--- src/rtl/dbus_bridge_pkg.sv ---
// Shared core package: data-bus request/response bundles and
// the data-side bus bridge state and constants.
package common;

  typedef struct packed {
    logic        valid;
    logic [63:0] addr;
    logic [2:0]  size;
    logic [7:0]  strobe;
    logic [63:0] data;
  } dbus_req_t;

  typedef struct packed {
    logic        addr_ok;
    logic        data_ok;
    logic [63:0] data;
  } dbus_resp_t;

  typedef enum logic [2:0] {
    IDLE,
    RD_ADDR,
    RD_DATA,
    WR_REQ,
    WR_RESP,
    COOL
  } dbridge_state_t;

  localparam logic [1:0]  BUS_RESP_OKAY = 2'b00;
  localparam logic [63:0] DBUS_TIMEOUT_DATA = 64'hDEADBEEF_DEADBEEF;

  function automatic logic [63:0] align8(input logic [63:0] a);
    return {a[63:3], 3'b000};
  endfunction

endpackage

--- src/rtl/dbus_bridge_if.sv ---
// Memory-stage request/response port plus split AXI-lite style
// read/write channels toward the memory interconnect.
interface dbus_bridge_if;
  import common::*;

  dbus_req_t   dreq;
  dbus_resp_t  dresp;

  logic        ar_valid;
  logic        ar_ready;
  logic [63:0] ar_addr;
  logic [2:0]  ar_size;

  logic        r_valid;
  logic        r_ready;
  logic [63:0] r_data;
  logic [1:0]  r_resp;

  logic        aw_valid;
  logic        aw_ready;
  logic [63:0] aw_addr;
  logic [2:0]  aw_size;

  logic        w_valid;
  logic        w_ready;
  logic [63:0] w_data;
  logic [7:0]  w_strb;

  logic        b_valid;
  logic        b_ready;
  logic [1:0]  b_resp;

  modport master (
    input  dreq,
    output dresp,
    output ar_valid, ar_addr, ar_size,
    input  ar_ready,
    input  r_valid, r_data, r_resp,
    output r_ready,
    output aw_valid, aw_addr, aw_size,
    input  aw_ready,
    output w_valid, w_data, w_strb,
    input  w_ready,
    input  b_valid, b_resp,
    output b_ready
  );

  modport slave (
    output dreq,
    input  dresp,
    input  ar_valid, ar_addr, ar_size,
    output ar_ready,
    output r_valid, r_data, r_resp,
    input  r_ready,
    input  aw_valid, aw_addr, aw_size,
    output aw_ready,
    input  w_valid, w_data, w_strb,
    output w_ready,
    output b_valid, b_resp,
    input  b_ready
  );

endinterface

--- src/rtl/dbus_bridge.sv ---
// Data-side bus bridge: one outstanding load/store converted to
// split address/data/response channels, all outputs registered.
module dbus_bridge
  import common::*;
#(
  parameter int TIMEOUT_CYC = 1023
) (
  input  logic          clk,
  input  logic          rst,
  dbus_bridge_if.master bus,
  output logic          bus_err_o
);

  localparam int CW = $clog2(TIMEOUT_CYC + 1);
  localparam logic [CW-1:0] CNT_MAX = CW'(TIMEOUT_CYC - 1);

  dbridge_state_t state, state_n;
  logic [CW-1:0]  cnt, cnt_n;

  logic [63:0] addr_q, addr_n;
  logic [2:0]  size_q, size_n;
  logic [7:0]  strb_q, strb_n;
  logic [63:0] data_q, data_n;

  logic aw_done, aw_done_n;
  logic w_done, w_done_n;

  logic ar_valid_q, ar_valid_n;
  logic r_ready_q, r_ready_n;
  logic aw_valid_q, aw_valid_n;
  logic w_valid_q, w_valid_n;
  logic b_ready_q, b_ready_n;

  dbus_resp_t resp_q, resp_n;
  logic       err_q, err_n;

  logic stall;
  logic aw_hs;
  logic w_hs;

  // Next-state and next-output values for every registered output
  always_comb begin
    state_n    = state;
    cnt_n      = cnt;
    addr_n     = addr_q;
    size_n     = size_q;
    strb_n     = strb_q;
    data_n     = data_q;
    aw_done_n  = aw_done;
    w_done_n   = w_done;
    ar_valid_n = ar_valid_q;
    r_ready_n  = r_ready_q;
    aw_valid_n = aw_valid_q;
    w_valid_n  = w_valid_q;
    b_ready_n  = b_ready_q;
    resp_n     = resp_q;
    resp_n.addr_ok = 1'b0;
    resp_n.data_ok = 1'b0;
    err_n      = err_q;
    stall      = 1'b0;
    aw_hs      = aw_valid_q && bus.aw_ready;
    w_hs       = w_valid_q && bus.w_ready;

    unique case (state)
      IDLE: begin
        if (bus.dreq.valid) begin
          resp_n.addr_ok = 1'b1;
          addr_n = align8(bus.dreq.addr);
          size_n = bus.dreq.size;
          strb_n = bus.dreq.strobe;
          data_n = bus.dreq.data;
          if (bus.dreq.strobe == 8'h00) begin
            state_n    = RD_ADDR;
            ar_valid_n = 1'b1;
          end else begin
            state_n    = WR_REQ;
            aw_valid_n = 1'b1;
            w_valid_n  = 1'b1;
            aw_done_n  = 1'b0;
            w_done_n   = 1'b0;
          end
        end
      end
      RD_ADDR: begin
        if (bus.ar_ready) begin
          ar_valid_n = 1'b0;
          r_ready_n  = 1'b1;
          state_n    = RD_DATA;
        end else begin
          stall = 1'b1;
        end
      end
      RD_DATA: begin
        if (bus.r_valid) begin
          resp_n.data    = bus.r_data;
          resp_n.data_ok = 1'b1;
          if (bus.r_resp != BUS_RESP_OKAY) err_n = 1'b1;
          r_ready_n = 1'b0;
          state_n   = COOL;
        end else begin
          stall = 1'b1;
        end
      end
      WR_REQ: begin
        aw_done_n  = aw_done || aw_hs;
        w_done_n   = w_done || w_hs;
        aw_valid_n = aw_valid_q && !aw_hs;
        w_valid_n  = w_valid_q && !w_hs;
        if (aw_done_n && w_done_n) begin
          b_ready_n = 1'b1;
          state_n   = WR_RESP;
        end else begin
          stall = 1'b1;
        end
      end
      WR_RESP: begin
        if (bus.b_valid) begin
          resp_n.data_ok = 1'b1;
          if (bus.b_resp != BUS_RESP_OKAY) err_n = 1'b1;
          b_ready_n = 1'b0;
          state_n   = COOL;
        end else begin
          stall = 1'b1;
        end
      end
      COOL: begin
        state_n = IDLE;
      end
      default: begin
        state_n = IDLE;
      end
    endcase

    if (stall && cnt == CNT_MAX) begin
      err_n          = 1'b1;
      resp_n.data_ok = 1'b1;
      resp_n.data    = DBUS_TIMEOUT_DATA;
      ar_valid_n     = 1'b0;
      r_ready_n      = 1'b0;
      aw_valid_n     = 1'b0;
      w_valid_n      = 1'b0;
      b_ready_n      = 1'b0;
      state_n        = COOL;
    end

    if (state_n != state) begin
      cnt_n = '0;
    end else if (stall) begin
      cnt_n = cnt + 1'b1;
    end
  end

  // State, latched request, channel controls and response registers
  always_ff @(posedge clk) begin
    if (!rst) begin
      state      <= IDLE;
      cnt        <= '0;
      addr_q     <= '0;
      size_q     <= '0;
      strb_q     <= '0;
      data_q     <= '0;
      aw_done    <= 1'b0;
      w_done     <= 1'b0;
      ar_valid_q <= 1'b0;
      r_ready_q  <= 1'b0;
      aw_valid_q <= 1'b0;
      w_valid_q  <= 1'b0;
      b_ready_q  <= 1'b0;
      resp_q     <= '0;
      err_q      <= 1'b0;
    end else begin
      state      <= state_n;
      cnt        <= cnt_n;
      addr_q     <= addr_n;
      size_q     <= size_n;
      strb_q     <= strb_n;
      data_q     <= data_n;
      aw_done    <= aw_done_n;
      w_done     <= w_done_n;
      ar_valid_q <= ar_valid_n;
      r_ready_q  <= r_ready_n;
      aw_valid_q <= aw_valid_n;
      w_valid_q  <= w_valid_n;
      b_ready_q  <= b_ready_n;
      resp_q     <= resp_n;
      err_q      <= err_n;
    end
  end

  assign bus.dresp    = resp_q;
  assign bus.ar_valid = ar_valid_q;
  assign bus.ar_addr  = addr_q;
  assign bus.ar_size  = size_q;
  assign bus.r_ready  = r_ready_q;
  assign bus.aw_valid = aw_valid_q;
  assign bus.aw_addr  = addr_q;
  assign bus.aw_size  = size_q;
  assign bus.w_valid  = w_valid_q;
  assign bus.w_data   = data_q;
  assign bus.w_strb   = strb_q;
  assign bus.b_ready  = b_ready_q;
  assign bus_err_o    = err_q;

endmodule

--- src/flat_wrapper.sv ---
// flat-port wrapper written by rule: the top's interface ports become plain ports
module dbus_bridge_flat import common::*;
#(
  parameter int TIMEOUT_CYC = 1023
)
  (clk, rst, bus_err_o, bus_dreq, bus_dresp, bus_ar_valid, bus_ar_addr, bus_ar_size, bus_ar_ready, bus_r_valid, bus_r_data, bus_r_resp, bus_r_ready, bus_aw_valid, bus_aw_addr, bus_aw_size, bus_aw_ready, bus_w_valid, bus_w_data, bus_w_strb, bus_w_ready, bus_b_valid, bus_b_resp, bus_b_ready);
  dbus_bridge_if bus_i ();
  input  logic clk;
  input  logic rst;
  output logic bus_err_o;
  input wire logic [$bits(bus_i.dreq)-1:0] bus_dreq;
  output wire logic [$bits(bus_i.dresp)-1:0] bus_dresp;
  output wire logic [$bits(bus_i.ar_valid)-1:0] bus_ar_valid;
  output wire logic [$bits(bus_i.ar_addr)-1:0] bus_ar_addr;
  output wire logic [$bits(bus_i.ar_size)-1:0] bus_ar_size;
  input wire logic [$bits(bus_i.ar_ready)-1:0] bus_ar_ready;
  input wire logic [$bits(bus_i.r_valid)-1:0] bus_r_valid;
  input wire logic [$bits(bus_i.r_data)-1:0] bus_r_data;
  input wire logic [$bits(bus_i.r_resp)-1:0] bus_r_resp;
  output wire logic [$bits(bus_i.r_ready)-1:0] bus_r_ready;
  output wire logic [$bits(bus_i.aw_valid)-1:0] bus_aw_valid;
  output wire logic [$bits(bus_i.aw_addr)-1:0] bus_aw_addr;
  output wire logic [$bits(bus_i.aw_size)-1:0] bus_aw_size;
  input wire logic [$bits(bus_i.aw_ready)-1:0] bus_aw_ready;
  output wire logic [$bits(bus_i.w_valid)-1:0] bus_w_valid;
  output wire logic [$bits(bus_i.w_data)-1:0] bus_w_data;
  output wire logic [$bits(bus_i.w_strb)-1:0] bus_w_strb;
  input wire logic [$bits(bus_i.w_ready)-1:0] bus_w_ready;
  input wire logic [$bits(bus_i.b_valid)-1:0] bus_b_valid;
  input wire logic [$bits(bus_i.b_resp)-1:0] bus_b_resp;
  output wire logic [$bits(bus_i.b_ready)-1:0] bus_b_ready;
  assign bus_i.dreq = bus_dreq;
  assign bus_dresp = bus_i.dresp;
  assign bus_ar_valid = bus_i.ar_valid;
  assign bus_ar_addr = bus_i.ar_addr;
  assign bus_ar_size = bus_i.ar_size;
  assign bus_i.ar_ready = bus_ar_ready;
  assign bus_i.r_valid = bus_r_valid;
  assign bus_i.r_data = bus_r_data;
  assign bus_i.r_resp = bus_r_resp;
  assign bus_r_ready = bus_i.r_ready;
  assign bus_aw_valid = bus_i.aw_valid;
  assign bus_aw_addr = bus_i.aw_addr;
  assign bus_aw_size = bus_i.aw_size;
  assign bus_i.aw_ready = bus_aw_ready;
  assign bus_w_valid = bus_i.w_valid;
  assign bus_w_data = bus_i.w_data;
  assign bus_w_strb = bus_i.w_strb;
  assign bus_i.w_ready = bus_w_ready;
  assign bus_i.b_valid = bus_b_valid;
  assign bus_i.b_resp = bus_b_resp;
  assign bus_b_ready = bus_i.b_ready;
  dbus_bridge #(.TIMEOUT_CYC(TIMEOUT_CYC)) u_core (.clk(clk), .rst(rst), .bus(bus_i), .bus_err_o(bus_err_o));
endmodule
--- config.mk ---
export PLATFORM = sky130hd
export DESIGN_NAME = dbus_bridge_flat
export DESIGN_NICKNAME = d
export VERILOG_FILES = /design/src/rtl/dbus_bridge_pkg.sv /design/src/rtl/dbus_bridge_if.sv /design/src/rtl/dbus_bridge.sv /design/src/flat_wrapper.sv
export SDC_FILE = /design/constraint.sdc
export NUM_CORES = 1
export LEC_CHECK = 0
export ABC_AREA = 1
export ABC_CLOCK_PERIOD_IN_PS = 1400
export BUFFER_PORTS_ARGS = -buffer_cell sky130_fd_sc_hd__buf_2
export CORE_MARGIN = 2
export CORE_UTILIZATION = 25
export CTS_CLUSTER_SIZE = 14
export DETAILED_ROUTE_END_ITERATION = 12
export SETUP_SLACK_MARGIN = 0.02
export SLEW_MARGIN = 10
export SYNTH_ARGS = -nofsm -noshare
export SYNTH_HDL_FRONTEND = slang
export SYNTH_SLANG_ARGS = --single-unit
--- constraint.sdc ---
create_clock -name clk -period 1.4 [get_ports clk]
set_input_delay 0.14 -clock clk [delete_from_list [all_inputs] [get_ports clk]]
set_output_delay 0.14 -clock clk [all_outputs]
set_load 0.005 [all_outputs]
# Yosys cells after proc, flatten, opt, wreduce, memory -nomap -nowiden
# Index checks and enable logic that the tools add are counted.
word_totals:
  reg_bits: 223
  out_inout_bits: 278
classes:
  addsub: 1
  n_eq_ne: 17
  muxes: 43
  bitwise_logic: 1
  n_reduce_logical: 32
ops:
  columns: ["cell", "n"]
  rows:
  - ["2-to-1 mux 65 bit", 2]
  - ["2-to-1 mux 64 bit", 1]
  - ["2-to-1 mux 1 bit", 22]
  - ["2-to-1 mux 3 bit", 6]
  - ["case mux 1 bit (2 select lines)", 9]
  - ["nonzero test 2 bit", 8]
  - ["case mux 3 bit (5 select lines)", 1]
  - ["adder 10 x 1 -> 10 bit (second input constant)", 1]
  - ["equality test 10 bit (second input constant)", 1]
  - ["inequality test 2 bit (second input constant)", 5]
  - ["AND reduction 3 bit", 3]
  - ["logical NOT 8 bit", 1]
  - ["AND reduction 2 bit", 4]
  - ["equality test 3 x 2 -> 1 bit (second input constant)", 2]
  - ["logical AND 1 bit", 6]
  - ["inequality test 3 x 1 -> 1 bit (second input constant)", 2]
  - ["inequality test 3 x 2 -> 1 bit (second input constant)", 2]
  - ["AND reduction 5 bit", 1]
  - ["inequality test 2 x 1 -> 1 bit (second input constant)", 2]
  - ["case mux 1 bit (4 select lines)", 1]
  - ["AND reduction 4 bit", 1]
  - ["OR reduction 2 bit", 2]
  - ["equality test 3 x 1 -> 1 bit (second input constant)", 1]
  - ["equality test 3 bit (second input constant)", 1]
  - ["other kinds (7)", 9]

# Depth between registers and ports, before layout
logic_depth:
  ltp_word: 9
  ltp_mapped: 13
  mapped_depth_nobuf: 12

# Worst setup path after synthesis
# Ideal clock, no wire load.
synth_timing:
  path_type: "register -> register"
  startpoint: "register u_core.cnt[0]"
  endpoint: "register u_core.cnt[0]"
  setup_ps: 65
  t_arrival_ps: 1412
  path_slack_ps: -77
  path_stages_with_launch: 11
  path_buffers: 0
  cell_sequence: "dfxtp_1 > inv_1 > ha_1 > nand2_1 > nor3_1 > nand2_4 > nand3_1 > nand2_1 > nor2_1 > nand2_2 > nor2_1"
synth_between:
  elab_chain_len: 5
  elab_cells_between_ends: 6
synth_lines:
  columns: ["element", "line", "source"]
  rows:
  - ["from (decl)", "dbus_bridge.sv:18", "logic [CW-1:0] cnt, cnt_n;"]
  - ["from (signal assigned)", "dbus_bridge.sv:173", "cnt <= cnt_n;"]
  - ["equality test 10 bit", "dbus_bridge.sv:134", "if (stall && cnt == CNT_MAX) begin"]
  - ["logical AND 1 bit", "dbus_bridge.sv:134", null]
  - ["2-to-1 mux 3 bit", "dbus_bridge.sv:134", null]
  - ["inequality test 3 bit", "dbus_bridge.sv:146", "if (state_n != state) begin"]
  - ["OR reduction 2 bit (no line)", null, null]
# Parallel ways exist; a longest one is shown, timed or not.
# A chain may end at the register's enable or synchronous reset.

# Final worst setup path
layout_timing:
  startpoint: "register u_core.state[1]"
  endpoint: "register u_core.cnt[7]"
layout_between:
  elab_chain_len: 6
  elab_cells_between_ends: 16
layout_lines:
  columns: ["element", "line", "source"]
  rows:
  - ["from (decl)", "dbus_bridge.sv:17", "dbridge_state_t state, state_n;"]
  - ["from (signal assigned)", "dbus_bridge.sv:172", "state <= state_n;"]
  - ["equality test 3 bit, or another cell as far along", "dbus_bridge.sv:64", "unique case (state)"]
  - ["case mux 1 bit (4 select lines)", "dbus_bridge.sv:64", null]
  - ["logical AND 1 bit", "dbus_bridge.sv:134", null]
  - ["2-to-1 mux 3 bit", "dbus_bridge.sv:134", null]
  - ["inequality test 3 bit", "dbus_bridge.sv:146", null]
  - ["OR reduction 2 bit (no line)", null, null]
# Parallel ways exist; a longest one is shown, timed or not.

==> results summary <==
The layout-stage area growth over the synthesis result is 78.8%. The count of antenna-violating nets left after detailed routing came out at 0. The count of final max-slew check failures is 0. The cell area reported after detailed placement is about 12,000 um^2. For this run, design rule violations remaining after detail routing come to 0. The flow ran to the end, but the final reports show violations. The tightest hold path in the finished design has a slack of 26.9 ps.

Once detailed placement completed, the half-perimeter wirelength came to 21,800 um. The post-synthesis sequential element count is 223. For this design the ratio of total power to cell area is 1330 nW/um^2. During placement, the flow inserted port buffers numbering 483. The maximum number of pins on one net before global-route repair is between 70 and 80. The cell area after layout came out at ~16,000 um^2. The gate count after technology mapping is 1,128.

After synthesis the cells add up to roughly 8700 um^2. At the end of routability-driven placement, the weighted congestion stood at between 0.8 and 0.9. The routed length per placed instance is 16.7 um. The overall die area came out at 36,400 um^2.

The fraction of the mapped netlist area in adder cells came out at 0.00287. The largest area contributor in the netlist is sky130_fd_sc_hd__dfxtp_1. The worst vdd rail ir drop came out at 764 uV. Of all nets on the critical path, the largest fanout is 5. The slowest stage of the critical path belongs to the cell sky130_fd_sc_hd__dfxtp_4.

In the layout the commonest cells are 482 x sky130_fd_sc_hd__buf_2, 278 x sky130_fd_sc_hd__nor2_1, 215 x sky130_fd_sc_hd__dfxtp_1. The post-synthesis mux area share is 0.00115. The count of final hold-check violations was 0.

On the final layout, the worst clock skew is 8.10 ps. The TritonCTS sink count came out at 223. The first global-routing pass estimated 51,300 um of wire. In this run the clock root is driven by a sky130_fd_sc_hd__clkbuf_16.

The checks that failed: setup timing. The total via count after detailed routing is 10,424. For the worst-skew pair, the clock arrives at the later sink with an insertion delay of 520 ps.

The number of global-route vias before repair is 9,868. The sequential cell area came out at 4480 um^2. Each instance of the synthesized netlist takes up on average 7.72 um^2. The proportion of synthesized flip-flops having asynchronous set or reset is 0. The area occupied by multi-input gates came out at 3760 um^2.

The simple-gate area share of the yosys netlist came out at 0.224. The depth of the worst register-to-register path is 10. The synthesis warning total came out at 0. The critical path's largest stage delay came out at about 370 ps. The floorplan row count is just under 70.

In this run, synthesis inferred 0 flip-flops with an integrated enable. The data arrival time at the worst-slack endpoint came out at 2010 ps. The maximum level of the CTS H-tree came out at 1. In the finished design, the share of the clock period the worst path needs comes to 1.15. The number of iterations in the first detailed-routing pass is 5. The worst setup timing slack at the placement stage is -254 ps. Derived from the worst setup path, the maximum achievable clock frequency is slightly above 600 MHz. The min-delay analysis places its worst path in the category in -> reg. The overall power consumption came out at 20.7 mW. The initial antenna violation count is 2. Of the post-synthesis cell area, the dominant cell type holds 0.512. By area the synthesized netlist is led by sky130_fd_sc_hd__dfxtp_1 51%, sky130_fd_sc_hd__nor2_1 12%, sky130_fd_sc_hd__o21ai_0 8.1%. Setup violations remaining at the end of the flow were counted as 212. The die boundary height is 191 um. Counting along the longest clock path gives a buffer depth of 3. The worst setup path is launched from a flop.

TritonCTS built the clock tree. The reported leakage power is approximately 7.3 nW. The total wire length after detailed routing came out at 37,900 um. The post-CTS clock slew at the launch and capture registers of the worst setup and hold paths is ~60 ps. For this run, the post-layout net count is 2,007. From left edge to right edge, the die measures 191 um. The initial standard-cell utilization of the core is 0.253. Traced cell by cell, the critical path runs through nor2_4 > nand3_2 > nand2_2 > inv_2 > nand3_4 > buf_12 > buf_4 > nand4_1 > xor2_1 > nor2_2. The post-synthesis share of cell area spent on xor and xnor gates is 0.00804. The final period demand of the worst path came out at 1600 ps.

The endpoint kind of the worst setup timing path is a flop. The critical path in this run is classified as reg -> reg. The boundary pin count is 493. The number of clock buffers inserted by TritonCTS came out at 25. The number of maximum-capacitance violations came out at 0. The library cell used most frequently in the layout, excluding fill and tap cells, is sky130_fd_sc_hd__buf_2.

Dividing the detail-routed via count by the number of cells gives 4.61. The worst hold path depth is 5. Setup repair after global routing could not meet its margin everywhere. The sequential cell area fraction in the yosys report came out at 0.512. In the synthesized netlist the dominant register cell turns out to be sky130_fd_sc_hd__dfxtp_1. Counting the fill cells in the layout gives around 3,200.

After synthesis, the largest family of logic cells by area is simple AND/OR/NAND/NOR gates. The complex-gate fraction of the synthesized area came to 0.139. At the worst endpoint, the required time is 1800 ps. Across every metal layer, demand over resource in global routing totals 0.175. The floorplan core area came out at about 34,000 um^2. The first-iteration detailed-routing DRC count came out at about 430. The final critical-path setup slack came out at -204 ps. Global routing finished with a remaining overflow of 0. The netlist uses 28 different library cells.

In the final layout, the share of cells above drive strength 1 is 0.400.
==> cells by family (layout without fill, tap and decap cells) <==
kind of cell               Yosys count  in the layout
AOI/OAI and AO/OA                  227            227
xor gates and xnor gates             8              8
adders and majority gates            2              2
buffers and inverters              184            856
DFF                                223            223
muxes                                1              1
other                                1              8
and+or+nand+nor                    482            483
==> flip-flops by register name, summed over array words and instances (netlist names) <==
name	cells
u_core.bus.w_strb	8
u_core.aw_done	1
u_core.bus_err_o	1
u_core.w_done	1
u_core.bus.aw_valid	1
u_core.bus.ar_valid	1
u_core.bus.ar_size	3
u_core.state	3
u_core.bus.dresp	66
u_core.bus.w_data	64
u_core.bus.w_valid	1
u_core.bus.r_ready	1
u_core.bus.ar_addr	61
u_core.cnt	10
u_core.bus.b_ready	1
==> worst max-delay path, delay by kind of cell, from the launching register on <==
| kind | cells | cell delay, ps |
|---|---|---|
| DFF | 1 | 370 |
| buffers and inverters | 3 | 290 |
| and+or+nand+nor | 6 | 600 |
| xor gates and xnor gates | 1 | 230 |
==> area by class of cell <==
cell class | instances | area share
clock inverter | 8 | 0.00418
timing repair buffer | 777 | 0.374
sequential | 223 | 0.288
tap | 455 | 0.0365
antenna | 2 | 0.000321
clock buffer | 35 | 0.0464
multi-input combinational | 727 | 0.241
inverter | 36 | 0.00980
==> where the power goes <==
group	leakage [nW]	total, mW	internal [mW]	switching, mW
clock	0.397	6.36	3.75	2.61
sequential	1.83	7.81	7.23	0.580
combinational	5.11	6.49	3.21	3.28
total	7.34	20.7	14.2	6.47
==> cells in the mapped netlist (2+ instances only) <==
| library cell | instances |
|---|---|
| sky130_fd_sc_hd__buf_1 | 5 |
| sky130_fd_sc_hd__inv_2 | 3 |
| sky130_fd_sc_hd__nor3_1 | 6 |
| sky130_fd_sc_hd__xor2_1 | 6 |
| sky130_fd_sc_hd__clkbuf_1 | 58 |
| sky130_fd_sc_hd__o21ai_0 | 141 |
| sky130_fd_sc_hd__inv_1 | 33 |
| sky130_fd_sc_hd__buf_4 | 70 |
| sky130_fd_sc_hd__a21oi_1 | 33 |
| sky130_fd_sc_hd__nand4_1 | 6 |
| sky130_fd_sc_hd__nor2_1 | 288 |
| sky130_fd_sc_hd__dfxtp_1 | 223 |
| sky130_fd_sc_hd__nand2_1 | 102 |
| sky130_fd_sc_hd__nand2_2 | 2 |
| sky130_fd_sc_hd__nand3_1 | 75 |
| sky130_fd_sc_hd__ha_1 | 2 |
| sky130_fd_sc_hd__buf_2 | 14 |
| sky130_fd_sc_hd__xnor2_1 | 2 |
| sky130_fd_sc_hd__a31oi_1 | 50 |
==> metal layers <==
layer	part of all wire	global-route usage	routed length (um)	vias up
met1	0.37	0.188	14100	4871
met4	0.036	0.0784	1350	2
li1	-	-	-	4961
met3	0.072	0.0396	2720	99
met5	0.00029	0	11	-
met2	0.52	0.326	19700	491
==> repair_timing <==
item / 4_1_cts / 5_1_grt
hold buffers: 200 / 0
setup endpoints to repair: 214 / 219
pin swaps: 21 / 12
hold endpoints to repair: 200 / 0
gates resized for setup: 108 / 144
cloned: 5 / 23
buffers inserted: 8 / 4
==> stage by stage <==
step,utilization,std cells,TNS (ps)
2_1_floorplan,-,1133,-32.3
3_3_place_gp,0.334,1978,-11500
3_5_place_dp,0.334,1978,-18720
4_1_cts,0.427,2234,-7080
5_1_grt,0.452,2262,-33390
6_report,0.452,2263,-16850
==> worst paths after layout <==
path | from | end | slack, ps
max reg2reg | u_core.state[1] | u_core.cnt[7] | -200
min | bus_w_ready | u_core.w_done | 30
max | u_core.state[1] | u_core.cnt[7] | -200
min reg2reg | u_core.bus.dresp[56] | u_core.bus.dresp[56] | 460
Note: power is estimated with default switching activity, not from simulation.
